**src/rtl/uart_pkg.sv**
```systemverilog
// Shared UART encodings, transmit FSM states and baud divisor helper.
// UART_TX_TWO_STOP_EN adds the second stop-bit state to tx_state_e.
package uart_pkg;

  typedef enum logic [1:0] {
    ParNone    = 2'b00,
    ParOdd     = 2'b01,
    ParEven    = 2'b10,
    ParNoneAlt = 2'b11
  } parity_e;

  typedef enum logic [1:0] {
    B2400  = 2'b00,
    B4800  = 2'b01,
    B9600  = 2'b10,
    B19200 = 2'b11
  } baud_e;

`ifdef UART_TX_TWO_STOP_EN
  typedef enum logic [2:0] {
    StIdle   = 3'd0,
    StStart  = 3'd1,
    StData   = 3'd2,
    StParity = 3'd3,
    StStop   = 3'd4,
    StStop2  = 3'd5
  } tx_state_e;
`else
  typedef enum logic [2:0] {
    StIdle   = 3'd0,
    StStart  = 3'd1,
    StData   = 3'd2,
    StParity = 3'd3,
    StStop   = 3'd4
  } tx_state_e;
`endif

  // Cycles per bit, rounded to nearest.
  function automatic logic [14:0] baud_div(input int unsigned clk_hz, input baud_e baud);
    int unsigned rate;
    case (baud)
      B2400:   rate = 2400;
      B4800:   rate = 4800;
      B9600:   rate = 9600;
      default: rate = 19200;
    endcase
    return 15'((clk_hz + rate / 2) / rate);
  endfunction

endpackage

```
**src/rtl/uart_baud_tick.sv**
```systemverilog
// Loadable 15-bit down-counter; tick is high while the count sits at zero.
module uart_baud_tick (
  input  logic        clk,
  input  logic        rst,
  input  logic        load,
  input  logic [14:0] div,
  output logic        tick
);

  logic [14:0] count_q, count_d;

  always_comb begin
    count_d = count_q;
    if (load) begin
      count_d = div;
    end else if (count_q != 15'd0) begin
      count_d = count_q - 15'd1;
    end
  end

  always_ff @(posedge clk) begin
    if (rst) begin
      count_q <= 15'd0;
    end else begin
      count_q <= count_d;
    end
  end

  assign tick = (count_q == 15'd0);

endmodule

```
**src/rtl/uart_tx_unit.sv**
```systemverilog
// UART transmitter: start bit, 8 data bits LSB first, optional parity, stop bit.
// Define UART_TX_TWO_STOP_EN for a second stop bit before done_flag.
module uart_tx_unit
  import uart_pkg::*;
#(
  parameter int unsigned CLK_FREQ_HZ = 50_000_000
) (
  input  logic       clk,
  input  logic       rst,
  input  logic       send,
  input  logic [7:0] data_in,
  input  logic [1:0] parity_type,
  input  logic [1:0] baud_rate,
  output logic       data_tx,
  output logic       active_flag,
  output logic       done_flag
);

  localparam logic [14:0] Div2400M1  = baud_div(CLK_FREQ_HZ, B2400) - 15'd1;
  localparam logic [14:0] Div4800M1  = baud_div(CLK_FREQ_HZ, B4800) - 15'd1;
  localparam logic [14:0] Div9600M1  = baud_div(CLK_FREQ_HZ, B9600) - 15'd1;
  localparam logic [14:0] Div19200M1 = baud_div(CLK_FREQ_HZ, B19200) - 15'd1;

  tx_state_e   state_q, state_d;
  logic [7:0]  shift_q, shift_d;
  logic [2:0]  bit_idx_q, bit_idx_d;
  logic        par_bit_q, par_bit_d;
  logic        use_par_q, use_par_d;
  baud_e       baud_q, baud_d;
  logic        tx_q, tx_d;
  logic        active_q, active_d;
  logic        done_q, done_d;

  logic        load;
  logic        tick;
  baud_e       div_baud;
  logic [14:0] div_load;
  parity_e     par_in;

  assign par_in = parity_e'(parity_type);

  always_comb begin
    state_d   = state_q;
    shift_d   = shift_q;
    bit_idx_d = bit_idx_q;
    par_bit_d = par_bit_q;
    use_par_d = use_par_q;
    baud_d    = baud_q;
    done_d    = 1'b0;
    load      = 1'b0;
    div_baud  = baud_q;

    case (state_q)
      StIdle: begin
        if (send) begin
          shift_d   = data_in;
          baud_d    = baud_e'(baud_rate);
          div_baud  = baud_e'(baud_rate);
          use_par_d = (par_in == ParOdd) || (par_in == ParEven);
          par_bit_d = (par_in == ParOdd) ? ~^data_in : ^data_in;
          bit_idx_d = 3'd0;
          load      = 1'b1;
          state_d   = StStart;
        end
      end
      StStart: begin
        if (tick) begin
          load    = 1'b1;
          state_d = StData;
        end
      end
      StData: begin
        if (tick) begin
          shift_d   = {1'b0, shift_q[7:1]};
          bit_idx_d = bit_idx_q + 3'd1;
          load      = 1'b1;
          // Index wrapping back to zero marks the eighth data bit done.
          if (bit_idx_d == 3'd0) begin
            state_d = use_par_q ? StParity : StStop;
          end
        end
      end
      StParity: begin
        if (tick) begin
          load    = 1'b1;
          state_d = StStop;
        end
      end
      StStop: begin
        if (tick) begin
`ifdef UART_TX_TWO_STOP_EN
          load    = 1'b1;
          state_d = StStop2;
`else
          done_d  = 1'b1;
          state_d = StIdle;
`endif
        end
      end
`ifdef UART_TX_TWO_STOP_EN
      StStop2: begin
        if (tick) begin
          done_d  = 1'b1;
          state_d = StIdle;
        end
      end
`endif
      default: state_d = StIdle;
    endcase
  end

  // Line level follows the state being entered so every output is registered.
  always_comb begin
    case (state_d)
      StStart:  tx_d = 1'b0;
      StData:   tx_d = shift_d[0];
      StParity: tx_d = par_bit_d;
      default:  tx_d = 1'b1;
    endcase
    active_d = (state_d != StIdle);
  end

  always_comb begin
    case (div_baud)
      B2400:   div_load = Div2400M1;
      B4800:   div_load = Div4800M1;
      B9600:   div_load = Div9600M1;
      default: div_load = Div19200M1;
    endcase
  end

  always_ff @(posedge clk) begin
    if (rst) begin
      state_q   <= StIdle;
      shift_q   <= 8'd0;
      bit_idx_q <= 3'd0;
      par_bit_q <= 1'b0;
      use_par_q <= 1'b0;
      baud_q    <= B2400;
      tx_q      <= 1'b1;
      active_q  <= 1'b0;
      done_q    <= 1'b0;
    end else begin
      state_q   <= state_d;
      shift_q   <= shift_d;
      bit_idx_q <= bit_idx_d;
      par_bit_q <= par_bit_d;
      use_par_q <= use_par_d;
      baud_q    <= baud_d;
      tx_q      <= tx_d;
      active_q  <= active_d;
      done_q    <= done_d;
    end
  end

  uart_baud_tick u_baud_tick (
    .clk  (clk),
    .rst  (rst),
    .load (load),
    .div  (div_load),
    .tick (tick)
  );

  assign data_tx     = tx_q;
  assign active_flag = active_q;
  assign done_flag   = done_q;

endmodule

```
**config.mk**
```make
export PLATFORM = sky130hd
export DESIGN_NAME = uart_tx_unit
export DESIGN_NICKNAME = d
export VERILOG_FILES = /design/src/rtl/uart_pkg.sv /design/src/rtl/uart_baud_tick.sv /design/src/rtl/uart_tx_unit.sv
export SDC_FILE = /design/constraint.sdc
export NUM_CORES = 1
export LEC_CHECK = 0
export CORE_UTILIZATION = 35
export CTS_CLUSTER_DIAMETER = 60
export CTS_CLUSTER_SIZE = 40
export DETAILED_ROUTE_END_ITERATION = 10
export PLACE_DENSITY_LB_ADDON = 0.2
export SYNTH_ARGS = -nofsm -noshare
export SYNTH_HDL_FRONTEND = slang
export SYNTH_SLANG_ARGS = --single-unit
```
**constraint.sdc**
```tcl
create_clock -name clk -period 3.5 [get_ports clk]
set_input_delay 0.7 -clock clk [delete_from_list [all_inputs] [get_ports clk]]
set_output_delay 0.7 -clock clk [all_outputs]
set_load 0.02 [all_outputs]
```
==> impl_metrics.py, run 1 <==
metrics = {
    "global_route": {
        "grt_max_degree": 26,
        "grt_pass1_wl_mm": 7.569,
        "grtUsageTotal": 0.1617,
        "gr-total-overflow": 0,
        "first_global_vias": 1548,
        "antenna_found_initial": 0,
    },
    "logic_synthesis": {
        "synth.avg_cell_area_um2": 8.242,
        "synth_top_area_share": 0.3643,
        "synth_fp_nets": 264,
        "ys_ff_latch": 36,
        "synth_top_cell_by_area": "dfxtp_1",
        "synthCells": 240,
        "synth_area_um2": 1978,
        "yosys-top-cells-area": "dfxtp_1 (36%), ha_1 (5.7%), nor2_1 (5.5%)",
        "synthArstFlopShare": 0,
        "ys.flop_type": "dfxtp_1",
        "ys_types": 45,
        "synth_enable_flop_cells": 0,
        "yosysSeqAreaShare": 0.3643,
        "yosysWarningCount": 0,
    },
    "place": {
        "dp_hpwl_mm": 3.210,
        "pre_cts_ws_ns": 0.5882,
        "io_buffers": 17,
        "gp_congestion": 0.7659,
    },
    "detailed_routing": {
        "initialDrtViolationCount": 146,
        "drt-total-wl_mm": 4.495,
        "vias_per_cell": 5.100,
        "drc": 0,
        "via_count": 1678,
        "first_pass_iters": 4,
        "wl_per_cell_um": 13.66,
        "detail-route-antenna-nets": 0,
    },
    "worst_setup_path": {
        "worstPathRequired_ns": 3.68,
        "start_kind": "input pin",
        "ff2ff_setup_slack_ns": 1.10,
        "regToRegStartpoint": "u_baud_tick.count_q[10]$_SDFFE_PP0P_",
        "worst_r2r_path_depth": 6,
        "worst-setup-path-type": "input pin to flop",
        "cp_max_fo": 6,
        "crit_arrival_ns": 2.82,
        "reg2reg_to": "bit_idx_q[2]$_SDFFE_PP0P_",
        "cp-end-kind": "flop",
    },
    "floorplan": {
        "start_util": 0.3615,
        "coreArea_um2": 5473,
        "pin_count": 18,
        "dieWidth_um": 77.18,
        "dieArea_um2": 5957,
        "die_h_um": 77.18,
        "rows": 27,
    },
    "status": {
        "outcome": "complete, no violations",
    },
    "min_path": {
        "hold_path_end": "shift_q[5]$_SDFFE_PP0P_",
        "hold_depth": 2,
        "hold_class": "flop to flop",
        "worstHoldStart": "shift_q[5]$_SDFFE_PP0P_",
    },
    "timing": {
        "grt_setup_unrepaired": "false",
        "tns_ns": 0,
        "setup_viol": 0,
        "fin_skew_ns": 0.01355,
        "hold_viol_final": 0,
        "worstMarginPinSlew_ns": 0.5224,
        "fmax_mhz": 378.4,
        "post-route-period-util": 0.7551,
        "maxSlewViolCount": 0,
        "worst_slack_ns": 0.8570,
        "maxSlewHeadroom": 0.6489,
        "post-route-min-period_ns": 2.643,
        "hold_ws_ns": 0.4633,
    },
    "clocking": {
        "post_cts_buffers": 0,
        "clock_sinks": 36,
        "cts_resized": 0,
        "clock_path_buffers": 2,
        "cts_tree": "built",
        "clk_pin_slew_ns": 0.08,
        "cts_made_buffers": 5,
        "root_buffer": "clkbuf_8",
        "h-tree-depth": 2,
        "clk_latency_ns": 0.30,
        "ctsHoldBuffers": 0,
    },
    "power_and_ir_drop": {
        "p_per_area_nw_per_um2": 610.6,
        "peakVddDrop_mv": 0.2030,
        "p_leak_uw": 0.0008983,
    },
    "finish": {
        "layout_commonest_cell": "dfxtp_1",
        "antennaDiodeCount": 0,
        "final_cell_mix": "dfxtp_1 (36), nor2_1 (29), nand2_1 (28)",
        "drive_gt1_frac": 0.08949,
        "finalNetCount": 280,
        "syn_to_final_growth_pct": 17.77,
    },
    "run": {
        "max-cap-violations": 0,
    },
}
[worst max-delay path, cell delays in order]
cell             delay, ns
clkdlybuf4s50_1       0.59
and3_1                0.23
mux2i_1               0.37
inv_1                 0.15
ha_1                  0.24
o31ai_1               0.28
o21ai_0               0.13
o311a_1               0.13
[worst max-delay path by stage]
stage               from                                  end  slack, ns  cells after the start
global placement    send  u_baud_tick.count_q[0]$_SDFFE_PP0P_       0.64                      8
floorplan           send  u_baud_tick.count_q[0]$_SDFFE_PP0P_       0.92                      9
CTS                 send  u_baud_tick.count_q[0]$_SDFFE_PP0P_       0.87                     10
finish              send  u_baud_tick.count_q[0]$_SDFFE_PP0P_       0.86                      8
global route        send  u_baud_tick.count_q[0]$_SDFFE_PP0P_       0.67                     10
detailed placement  send  u_baud_tick.count_q[1]$_SDFFE_PP0P_       0.59                     10
[logic make-up after synthesis]
kind of cell,share of synthesized area
compound gates,0.1796
xor+xnor,0.08349
fa+ha+maj,0.05693
buf+inv,0.03669
flops,0.3643
mux,0.02150
simple gates,0.2574
[synthesized netlist by cell type (2+ instances only)]
cell,count
a22oi_1,8
mux2_2,2
o21ai_0,12
clkbuf_1,10
xor2_1,7
a21oi_1,17
dfxtp_1,36
o21a_1,3
and2_1,2
nor3_1,9
a21boi_0,3
nor4_2,2
mux2i_1,2
ha_1,9
o311a_1,2
nor4_1,2
o31ai_1,2
a211oi_1,5
and4_1,2
or4_4,2
or3_1,2
nand3_1,4
and3_1,2
inv_1,8
xnor2_1,10
nand4_1,2
nand2_1,28
nor2_1,29
nor3b_1,2
[through the flow]
stage                     std cells  utilization  instance area [µm²]  total power, µW
after floorplan                 240            -                 1978            930.8
after global placement          321       0.4054                 2218             1057
after detailed placement        321       0.4054                 2218             1055
after CTS                       329       0.4257                 2330             1427
after global routing            329       0.4257                 2330             1517
final                           329       0.4257                 2330             1422
[layout make-up]
type,instances,area (µm²)
well taps,72,90.09
repair buffers,20,192.7
flip-flops and latches,36,720.7
clock buffers,5,68.82
inverters,8,30.03
fillers,601,3143
multi-input cells,185,1185
clock inverters,3,42.54
[power breakdown]
part / leakage, µW / internal (µW) / switching, µW
combinational: 0.000548 / 235 / 258
clock: 0.0000541 / 211 / 163
sequential: 0.000296 / 476 / 79.4
total: 0.000898 / 922 / 500
[state kept, by name (all words and copies together) (netlist names)]
name / count
shift_q: 8
bit_idx_q: 3
data_tx: 1
use_par_q: 1
state_q: 3
u_baud_tick.count_q: 15
baud_q: 2
par_bit_q: 1
active_flag: 1
done_flag: 1
[routing by layer]
layer	up-vias	track usage	share of wire
met5	-	0	0
met2	29	0.2496	0.44
li1	877	-	-
met4	0	0.05472	0.015
met1	765	0.2168	0.51
met3	7	0.04167	0.031
Power figures use the tool's default switching activity.
==> inputs of run 2 (changes only) <==
Clock period 3.5 ns to 2.3 ns, I/O delays scaled along.
==> impl_metrics.py, run 2 (same netlist as run 1, synthesis figures left out) <==
metrics = {
    "status": {
        "outcome": "complete, no violations",
    },
    "timing": {
        "maxSlewViolCount": 0,
        "grt_setup_unrepaired": "false",
        "hold_ws_ns": 0.4543,
        "maxSlewHeadroom": 0.7576,
        "tns_ns": 0,
        "fmax_mhz": 455.4,
        "hold_viol_final": 0,
        "setup_viol": 0,
        "post-route-min-period_ns": 2.196,
        "post-route-period-util": 0.9547,
        "fin_skew_ns": 0.007784,
        "worstMarginPinSlew_ns": 0.3609,
    },
    "detailed_routing": {
        "via_count": 1805,
        "vias_per_cell": 5.085,
        "drc": 0,
        "initialDrtViolationCount": 107,
        "wl_per_cell_um": 13.89,
        "drt-total-wl_mm": 4.931,
        "first_pass_iters": 4,
        "detail-route-antenna-nets": 0,
    },
    "place": {
        "dpl_cell_area_um2": 2421,
        "io_buffers": 17,
        "gp_congestion": 0.8281,
        "dp_hpwl_mm": 3.722,
    },
    "finish": {
        "multi_input_area_um2": 1214,
        "drive_gt1_frac": 0.1802,
        "fin_area_um2": 2550,
        "layout_commonest_cell": "dfxtp_1",
        "seqCellArea_um2": 720.7,
        "fin_util": 0.4659,
        "final_cell_mix": "dfxtp_1 (36), buf_4 (29), nand2_1 (28), nor2_1 (28)",
        "fillers": 574,
        "syn_to_final_growth_pct": 28.91,
        "antennaDiodeCount": 0,
        "regMostFlops": "u_baud_tick.count_q",
        "largest_reg_flops": 15,
        "reg_top3": "u_baud_tick.count_q (15), shift_q (8)",
        "finalNetCount": 306,
    },
    "power_and_ir_drop": {
        "comb_power_share": 0.398,
        "p_clk_frac": 0.239,
        "p_total_uw": 2308,
        "netSwitchingPower_uw": 796.2,
        "pwr-share-seq": 0.363,
        "peakVddDrop_mv": 0.3366,
        "internal-power_uw": 1512,
        "p_leak_uw": 0.001031,
        "swShare": 0.3450,
        "p_per_area_nw_per_um2": 905.2,
    },
    "clocking": {
        "cts_tree": "built",
        "clock_sinks": 36,
        "clk_latency_ns": 0.29,
        "h-tree-depth": 2,
        "ctsHoldBuffers": 0,
        "clock_path_buffers": 2,
        "cts_made_buffers": 5,
        "root_buffer": "clkbuf_8",
        "clk_pin_slew_ns": 0.07,
    },
    "worst_setup_path": {
        "cp-end-kind": "flop",
        "crit_arrival_ns": 2.36,
        "critical-path-slowest-cell": "or4_4",
        "path_cells": "or4_4 -> or3_4 -> nor3_1 -> mux2_2 -> o21ai_0 -> a21oi_1",
        "worstPathRequired_ns": 2.47,
        "max_stage_delay_ns": 0.57,
        "start_kind": "flop",
        "path_delay_family": "simple AND/OR/NAND/NOR gates",
        "worst-setup-path-type": "flop to flop",
        "cp_max_fo": 5,
        "crit_buf_inv": 0,
    },
    "global_route": {
        "gr-total-overflow": 0,
        "grt_pass1_wl_mm": 7.976,
        "antenna_found_initial": 0,
        "grt_max_degree": 25,
        "first_global_vias": 1656,
        "grtUsageTotal": 0.1729,
    },
    "min_path": {
        "hold_class": "flop to flop",
    },
    "floorplan": {
        "start_util": 0.3615,
        "pin_count": 18,
        "rows": 27,
        "die_h_um": 77.18,
        "dieWidth_um": 77.18,
        "coreArea_um2": 5473,
        "dieArea_um2": 5957,
    },
    "run": {
        "max-cap-violations": 0,
    },
}
run 2: timing repair:
action | 4_1_cts | 5_1_grt
setup endpoints to repair | 0 | 7
resized for setup | 0 | 2
buffers inserted | 0 | 1
run 2: stage by stage:
step / setup slack, ns / cells
3_3_place_gp: -0.08558 / 346
5_1_grt: 0.01614 / 355
3_5_place_dp: -0.1071 / 346
2_1_floorplan: 0.07023 / 240
6_report: 0.1041 / 355
4_1_cts: 0.1078 / 354
run 2: path summary, 6_finish.rpt:
path                                       start                              endpoint  slack [ns]  cells after the start
max          u_baud_tick.count_q[0]$_SDFFE_PP0P_  u_baud_tick.count_q[11]$_SDFFE_PP0P_        0.10                      6
min                      shift_q[3]$_SDFFE_PP0P_               shift_q[3]$_SDFFE_PP0P_        0.45                      2
max reg2reg  u_baud_tick.count_q[0]$_SDFFE_PP0P_  u_baud_tick.count_q[11]$_SDFFE_PP0P_        0.10                      6
min reg2reg              shift_q[3]$_SDFFE_PP0P_               shift_q[3]$_SDFFE_PP0P_        0.45                      2
run 2: worst reg2reg max path, delay by kind of cell (launching register included):
family	cells	cell delay (ns)
AOI/OAI and AO/OA	2	0.21
muxes	1	0.36
and+or+nand+nor	3	1.16
DFF	1	0.35
run 2: layout make-up:
cell class / instances / area share
Clock buffer: 6 / 0.02846
Inverter: 8 / 0.01178
Multi-Input combinational cell: 185 / 0.4760
Clock inverter: 2 / 0.01374
Timing Repair Buffer: 46 / 0.1521
Sequential cell: 36 / 0.2826
Tap cell: 72 / 0.03533
run 2: power groups by stage:
stage	logic [µW]	registers [µW]	clock network (µW)
3_3_place_gp	881	842	0
3_5_place_dp	890	844	0
4_1_cts	894	830	571
2_1_floorplan	596	831	0
6_report	919	837	552
5_1_grt	1010	851	588
run 2: metal layers:
| metal | vias to the layer above | part of all wire | global-route usage | routed length [µm] |
|---|---|---|---|---|
| met3 | 6 | 0.033 | 0.03810 | 165 |
| met4 | 0 | 0.013 | 0.05472 | 63 |
| met5 | - | 0 | 0 | 0 |
| met1 | 840 | 0.51 | 0.2373 | 2537 |
| li1 | 931 | - | - | - |
| met2 | 28 | 0.44 | 0.2673 | 2165 |
